**config.mk**
```make
export PLATFORM = sky130hd
export DESIGN_NAME = bu2_ifft
export DESIGN_NICKNAME = d
export VERILOG_FILES = /design/src/rtl/bu2_ifft.sv
export SDC_FILE = /design/constraint.sdc
export NUM_CORES = 1
export LEC_CHECK = 0
export CAP_MARGIN = 20
export CORE_UTILIZATION = 40
export DETAILED_ROUTE_END_ITERATION = 8
export PLACE_DENSITY = 0.67
export SETUP_SLACK_MARGIN = 0.15
export SLEW_MARGIN = 25
export SYNTH_ARGS = -nofsm -noshare
export SYNTH_HDL_FRONTEND = slang
export SYNTH_SLANG_ARGS = --single-unit
```
**constraint.sdc**
```tcl
create_clock -name clk -period 12.7 [get_ports clk]
set_clock_uncertainty 0.1 [all_clocks]
set_input_delay 2.54 -clock clk [delete_from_list [all_inputs] [get_ports clk]]
set_output_delay 2.54 -clock clk [all_outputs]
set_load 0.005 [all_outputs]
```
**src/rtl/bu2_ifft.sv**
```systemverilog
// Radix-2 DIT inverse NTT butterfly: (a + b*w) mod q, (a - b*w) mod q.
// Define BU_IFFT_HALF_EN to append a stage that scales both results by 2^-1 mod q.
`ifndef D_width
`define D_width 16
`endif

module bu2_ifft #(
    parameter int              DW   = `D_width,
    parameter int              MU_W = DW + 2,
    parameter logic [MU_W-1:0] MU   = '0
) (
    input  logic          clk,
    input  logic          rst,
    input  logic          in_valid,
    input  logic          flush,
    input  logic [DW-1:0] in1,
    input  logic [DW-1:0] in2,
    input  logic [DW-1:0] twiddle,
    input  logic [DW-1:0] modulus,
    output logic          out_valid,
    output logic [DW-1:0] ifft_a,
    output logic [DW-1:0] ifft_b,
    output logic [DW-1:0] twiddle_out,
    output logic [DW-1:0] modulus_out,
    output logic          busy
);
    localparam int PW = 2 * DW;
    localparam int AW = DW + 1;
    localparam int XW = AW + MU_W;
    localparam int RW = DW + 2;

    logic          v0_q, v0_d;
    logic [DW-1:0] a0_q, a0_d, b0_q, b0_d, w0_q, w0_d, m0_q, m0_d;

    logic          v1_q, v1_d;
    logic [PW-1:0] p1_q, p1_d;
    logic [DW-1:0] a1_q, a1_d, w1_q, w1_d, m1_q, m1_d;

    logic          v2_q, v2_d;
    logic [DW-1:0] t2_q, t2_d, a2_q, a2_d, w2_q, w2_d, m2_q, m2_d;

    logic          v3_q, v3_d;
    logic [DW-1:0] ra3_q, ra3_d, rb3_q, rb3_d, w3_q, w3_d, m3_q, m3_d;

    logic [AW-1:0]   bar_a;
    logic [MU_W-1:0] bar_qe;
    logic [RW-1:0]   bar_r;
    logic [RW-1:0]   bar_r1;
    logic [AW-1:0]   sum3;

    always_comb begin
        v0_d = in_valid & ~flush;
        a0_d = in1;
        b0_d = in2;
        w0_d = twiddle;
        m0_d = modulus;

        v1_d = v0_q & ~flush;
        p1_d = PW'(b0_q) * PW'(w0_q);
        a1_d = a0_q;
        w1_d = w0_q;
        m1_d = m0_q;

        // Barrett estimate is at most two q short, so only low RW bits matter.
        bar_a  = p1_q[PW-1:DW-1];
        bar_qe = MU_W'((XW'(bar_a) * XW'(MU)) >> (DW + 1));
        bar_r  = p1_q[RW-1:0] - RW'(RW'(bar_qe) * RW'(m1_q));
        bar_r1 = (bar_r >= RW'(m1_q)) ? bar_r - RW'(m1_q) : bar_r;
        v2_d   = v1_q & ~flush;
        t2_d   = DW'((bar_r1 >= RW'(m1_q)) ? bar_r1 - RW'(m1_q) : bar_r1);
        a2_d   = a1_q;
        w2_d   = w1_q;
        m2_d   = m1_q;

        sum3  = AW'(a2_q) + AW'(t2_q);
        v3_d  = v2_q & ~flush;
        ra3_d = DW'((sum3 >= AW'(m2_q)) ? sum3 - AW'(m2_q) : sum3);
        rb3_d = (a2_q >= t2_q) ? a2_q - t2_q : a2_q - t2_q + m2_q;
        w3_d  = w2_q;
        m3_d  = m2_q;
    end

    always_ff @(posedge clk or posedge rst) begin
        if (rst) begin
            v0_q  <= 1'b0;
            a0_q  <= '0;
            b0_q  <= '0;
            w0_q  <= '0;
            m0_q  <= '0;
            v1_q  <= 1'b0;
            p1_q  <= '0;
            a1_q  <= '0;
            w1_q  <= '0;
            m1_q  <= '0;
            v2_q  <= 1'b0;
            t2_q  <= '0;
            a2_q  <= '0;
            w2_q  <= '0;
            m2_q  <= '0;
            v3_q  <= 1'b0;
            ra3_q <= '0;
            rb3_q <= '0;
            w3_q  <= '0;
            m3_q  <= '0;
        end else begin
            v0_q  <= v0_d;
            a0_q  <= a0_d;
            b0_q  <= b0_d;
            w0_q  <= w0_d;
            m0_q  <= m0_d;
            v1_q  <= v1_d;
            p1_q  <= p1_d;
            a1_q  <= a1_d;
            w1_q  <= w1_d;
            m1_q  <= m1_d;
            v2_q  <= v2_d;
            t2_q  <= t2_d;
            a2_q  <= a2_d;
            w2_q  <= w2_d;
            m2_q  <= m2_d;
            v3_q  <= v3_d;
            ra3_q <= ra3_d;
            rb3_q <= rb3_d;
            w3_q  <= w3_d;
            m3_q  <= m3_d;
        end
    end

`ifdef BU_IFFT_HALF_EN
    logic          v4_q, v4_d;
    logic [DW-1:0] ra4_q, ra4_d, rb4_q, rb4_d, w4_q, w4_d, m4_q, m4_d;
    logic [AW-1:0] hs_a, hs_b;

    // x * 2^-1 mod q: odd x becomes even by adding the odd modulus first.
    always_comb begin
        hs_a  = AW'(ra3_q) + (ra3_q[0] ? AW'(m3_q) : '0);
        hs_b  = AW'(rb3_q) + (rb3_q[0] ? AW'(m3_q) : '0);
        v4_d  = v3_q & ~flush;
        ra4_d = DW'(hs_a >> 1);
        rb4_d = DW'(hs_b >> 1);
        w4_d  = w3_q;
        m4_d  = m3_q;
    end

    always_ff @(posedge clk or posedge rst) begin
        if (rst) begin
            v4_q  <= 1'b0;
            ra4_q <= '0;
            rb4_q <= '0;
            w4_q  <= '0;
            m4_q  <= '0;
        end else begin
            v4_q  <= v4_d;
            ra4_q <= ra4_d;
            rb4_q <= rb4_d;
            w4_q  <= w4_d;
            m4_q  <= m4_d;
        end
    end

    assign out_valid   = v4_q;
    assign ifft_a      = ra4_q;
    assign ifft_b      = rb4_q;
    assign twiddle_out = w4_q;
    assign modulus_out = m4_q;
    assign busy        = v0_q | v1_q | v2_q | v3_q | v4_q;
`else
    assign out_valid   = v3_q;
    assign ifft_a      = ra3_q;
    assign ifft_b      = rb3_q;
    assign twiddle_out = w3_q;
    assign modulus_out = m3_q;
    assign busy        = v0_q | v1_q | v2_q | v3_q;
`endif

endmodule

```
=== Yosys cells after proc, flatten, opt, wreduce, memory -nomap -nowiden ===
Cells that the tools add are included.

* Logic and storage cells: 43
* Output and inout bits: 66
* Bits in latches: 0
* Memory bits (read-only): 0
* Memories: 0
* Memory bits (writable): 0
* Bits in registers: 262
* Bits of input ports: 68

* Equality and inequality tests: 0
* Bitwise gates (word level): 8
* Reduce and logical (&&, ||, !) cells: 0
* Add/subtract/negate cells: 6
* Div/mod/pow operators: 0
* $lt $le $gt $ge: 4
* $mul: 1
* Shift operators: 0
* Mux-type cells: 4

{| class="wikitable"
|+ Operators by type and width
! cell !! number
|-
| 16-bit two-way mux || 3
|-
| 16-bit subtractor || 3
|-
| 18-bit by 16-bit greater-or-equal comparator with 1-bit output || 2
|-
| 16-bit by 16-bit multiplier with 18-bit output || 1
|-
| 18-bit two-way mux || 1
|-
| 18-bit by 16-bit subtractor with 18-bit output || 1
|-
| 16-bit by 16-bit adder with 17-bit output || 1
|-
| 17-bit by 16-bit greater-or-equal comparator with 1-bit output || 1
|-
| 16-bit adder || 1
|-
| 16-bit greater-or-equal comparator || 1
|-
| 1-bit AND || 4
|-
| 1-bit OR || 3
|-
| 1-bit inverter || 1
|}

=== Depth between registers and ports, before layout ===
* Depth in word-level cells: 4
* Depth in mapped cells: 25
* Gate-level depth less buffers: 22

=== Worst setup path after synthesis ===
No wires, ideal clock.

* Path type: register to register
* From: register w0_q[1]
* To: register p1_q[16]
* Setup slack: 7217 ps
* Path buffers: 1
* Period minus slack after synthesis: 5483 ps
* Required time: 12520 ps
* Data arrival time: 5303 ps
* Library setup time: 80 ps
* Stages on the path, launching flop included: 19
* Cell sequence: dfrtp_1 clkbuf_1 nand2_1 fa_1 fa_1 fa_1 fa_1 inv_1 fa_1 inv_1 fa_1 inv_1 ha_1 o21ai_0 o31ai_1 or4_1 a31o_2 a21oi_1 xnor2_1

* Longest elaborated chain between the ends: 1

{| class="wikitable"
|+ Ends and longest elaborated chain
! what !! line !! text
|-
| start: declaration || 33 || <nowiki>logic [DW-1:0] a0_q, a0_d, b0_q, b0_d, w0_q, w0_d, m0_q, m0_d;</nowiki>
|-
| start signal: assignment || 109 || <nowiki>w0_q <= w0_d;</nowiki>
|-
| 16-bit by 16-bit multiplier with 18-bit output || 59 || <nowiki>p1_d = PW'(b0_q) * PW'(w0_q);</nowiki>
|-
| via p1_d[16] || 36 || <nowiki>logic [PW-1:0] p1_q, p1_d;</nowiki>
|-
| end signal: assignment || 112 || <nowiki>p1_q <= p1_d;</nowiki>
|-
| end: declaration || 36 ||
|}

The timed path passes the listed nets, and every way through them passes these cells.

=== Worst setup path after layout ===
* From: register p1_q[0]
* To: register t2_q[15]

* Longest elaborated chain between the ends: 4

{| class="wikitable"
|+ Ends and longest elaborated chain
! what !! line !! text
|-
| 18-bit by 16-bit subtractor with 18-bit output / 18-bit by 16-bit greater-or-equal comparator with 1-bit output (equally long branches) || 68 || <nowiki>bar_r1 = (bar_r >= RW'(m1_q)) ? bar_r - RW'(m1_q) : bar_r;</nowiki>
|-
| 18-bit two-way mux * || 68 ||
|-
| 16-bit subtractor / 18-bit by 16-bit greater-or-equal comparator with 1-bit output (equally long branches) || 70 || <nowiki>t2_d = DW'((bar_r1 >= RW'(m1_q)) ? bar_r1 - RW'(m1_q) : bar_r1);</nowiki>
|-
| 16-bit two-way mux * || 70 ||
|-
| via t2_d[15] || 40 || <nowiki>logic [DW-1:0] t2_q, t2_d, a2_q, a2_d, w2_q, w2_d, m2_q, m2_d;</nowiki>
|-
| end signal: assignment || 117 || <nowiki>t2_q <= t2_d;</nowiki>
|-
| end: declaration || 40 ||
|}

Mark *: on every way through the listed nets, which the timed path passes. The rest lies on a longest branch.

==> results.json <==
{
  "outcome": "complete, no violations",
  "track_usage": 0.1743,
  "cts_tree": "built",
  "ys.flop_type": "dfrtp_1",
  "cp_data_arrival_time_ns": 6.52,
  "dpl.hpwl_microns": 26960,
  "power_density_mw_per_mm2": 302.5,
  "first_iter_violations": 534,
  "ys_warn_count": 0,
  "period_minus_slack_ns": 6.162,
  "fin_util": 0.4786,
  "nets": 2004,
  "critPathRequiredTime_ns": 13.06,
  "die-height_microns": 205.2,
  "fillers": 3754,
  "synth_seq_cells": 262,
  "cts_buffer_depth": 3,
  "hold_class": "reg -> reg",
  "power_leakage_nw": 9.118,
  "fin_crit_sh": 0.4852,
  "wl_per_cell_microns": 15.84,
  "ir_drop_uv": 145.8,
  "post_cts_buffers": 0,
  "p_total_mw": 5.898,
  "clkSinkCount": 262,
  "ctsHoldBuffers": 0,
  "async_flop_share": 1.000,
  "antennaDiodeCount": 0,
  "gp_congestion": 0.9069,
  "top_register": "p1_q",
  "wl_microns": 35360,
  "die_area_sq_mm": 0.04209,
  "htree_levels": 1,
  "avgSynthCellArea_sq_um": 10.70,
  "rsz0062_at_grt": "no",
  "final_common_cell": "dfrtp_1",
  "hold_depth": 0,
  "ios": 134,
  "multiInputGateArea_sq_mm": 0.008987,
  "area_delta_synth_final_pct": 18.11,
  "layout-drive-gt1-share": 0.06353,
  "fmax_mhz": 162.3,
  "relSlewSlack": 0.3691,
  "first_pass_iters": 5,
  "cts_made_buffers": 30,
  "final.setup.tns_ns": 0,
  "setup-violations-final": 0,
  "grt_max_degree": 117,
  "antenna_found_initial": 0,
  "start_util": 0.4052,
  "cts_root_buffer": "clkbuf_16",
  "insertion_delay_ns": 0.58,
  "rows": 74,
  "crit_path_start_kind": "register",
  "cts_resized": 0,
  "overflow": 0,
  "grt_pass1_vias": 11730,
  "cts.clk_slew.worst_paths_ns": 0.07,
  "hold_violations": 0,
  "synth_edf_count": 0,
  "syn_area_sq_mm": 0.01651,
  "final_cell_mix": "dfrtp_1, inv_1, ha_1",
  "register_area_sq_mm": 0.006556,
  "ant_nets": 0,
  "vias": 11130,
  "whs_ns": 0.2436,
  "cp_max_fo": 14,
  "largest_reg_flops": 18,
  "worst_slew_pin_slew_ns": 0.9408,
  "synth_fp_nets": 1871,
  "yosysSeqAreaShare": 0.3972,
  "drcViolationCount": 0,
  "syn_inst": 1543,
  "grt_pass1_wl_microns": 58510,
  "place_area_sq_mm": 0.01839,
  "io_buffers": 133,
  "synth_cell_types": 63,
  "criticalPathCategory": "reg -> reg",
  "coreArea_sq_mm": 0.04074,
  "final_cell_area_sq_mm": 0.01950,
  "die-width_microns": 205.2,
  "maxCapViolations": 0,
  "reg2reg_depth": 22,
  "vias_per_cell": 4.986,
  "report.final.slew_viol_count": 0,
  "end_kind": "register"
}
## per-layer routing
metal | part of all wire | global-route usage | vias up
met5 | 0 | 0 | -
met4 | 0.026 | 0.06111 | 0
met3 | 0.048 | 0.02529 | 70
met2 | 0.49 | 0.3030 | 279
met1 | 0.43 | 0.2202 | 5502
li1 | - | - | 5277
## report_power, final
part / switching [mW] / internal (mW) / total [mW]
Clock: 0.368 / 0.546 / 0.915
Combinational: 2.01 / 1.85 / 3.87
Sequential: 0.0885 / 1.03 / 1.12
## worst paths after layout
kind	startpoint	end	slack, ns
setup / recovery	p1_q[0]	t2_q[15]	6.54
hold / removal	a0_q[14]	a1_q[14]	0.24
setup reg to reg	p1_q[0]	t2_q[15]	6.54
hold reg to reg	a0_q[14]	a1_q[14]	0.24
max in group asynchronous	rst	out_valid	9.01
min in group asynchronous	rst	b0_q[0]	2.38
## final cells by class
type,instances,share of cell area
Multi-Input combinational cell,1025,0.4609
Tap cell,532,0.03414
Sequential cell,262,0.3362
Clock inverter,20,0.01322
Timing Repair Buffer,137,0.07103
Inverter,220,0.04274
Clock buffer,36,0.04171
## stage by stage
step	setup WS (ns)	instances
finish	6.538	2232
global route	6.028	2232
CTS	6.546	2231
detailed placement	6.560	2175
global placement	6.710	2175
floorplan	2.848	1543
## cells by family after synthesis
group,share of synthesized area
adder cells (fa/ha/maj),0.2484
XOR/XNOR,0.06207
buffers and inverters,0.05912
multiplexers,0.02827
AND/OR/NAND/NOR,0.1107
AO/OA/AOI/OAI,0.09421
flip-flops,0.3972
## cells in the mapped netlist, types with 3 or more instances
master     count  share of area
nand4_1        7         0.0027
o21bai_1       9         0.0041
buf_2          3        0.00091
mux2i_1        5         0.0030
nand2b_1      12         0.0045
o21a_1        12         0.0055
xnor2_1       89          0.047
mux2_2        25          0.017
inv_1        220          0.050
or3_1          5         0.0019
o21ai_0       54          0.016
ha_1         147           0.11
a211oi_1      10         0.0045
dfrtp_1      262           0.40
nor3_1        32         0.0097
and3_1         7         0.0027
a21o_1        28          0.013
xor2_1        28          0.015
o21ai_1        3        0.00091
o211ai_1       3         0.0014
nor2_1        53          0.012
o2111ai_1      5         0.0027
clkbuf_1      31         0.0070
nand3_1       13         0.0039
nand2_1      138          0.031
o31ai_1        8         0.0036
a31o_2         6         0.0032
and2_1        80          0.030
fa_1         113           0.14
mux2_4         9         0.0082
a21oi_1       66          0.020
nor2b_1       20         0.0076
## worst max-delay path, cell delays in order, from the launching register on
cell and delay [ns]:
dfrtp_1 0.36, inv_1 0.07, ha_1 0.16, inv_1 0.05
fa_1 0.40, a21o_1 0.20, a221oi_2 0.35, a21oi_2 0.14
a311oi_1 0.30, o21ai_1 0.14, nor4_4 0.52, mux2_2 0.43
ha_1 0.21, fa_1 0.41, nor2b_1 0.11, o21ai_0 0.11
a21oi_1 0.23, o31ai_1 0.13, a21oi_1 0.30, nand2_1 0.09
nor2_1 0.16, or3_1 0.63, mux2_2 0.42
No activity file was read; power rests on OpenSTA's default activity.
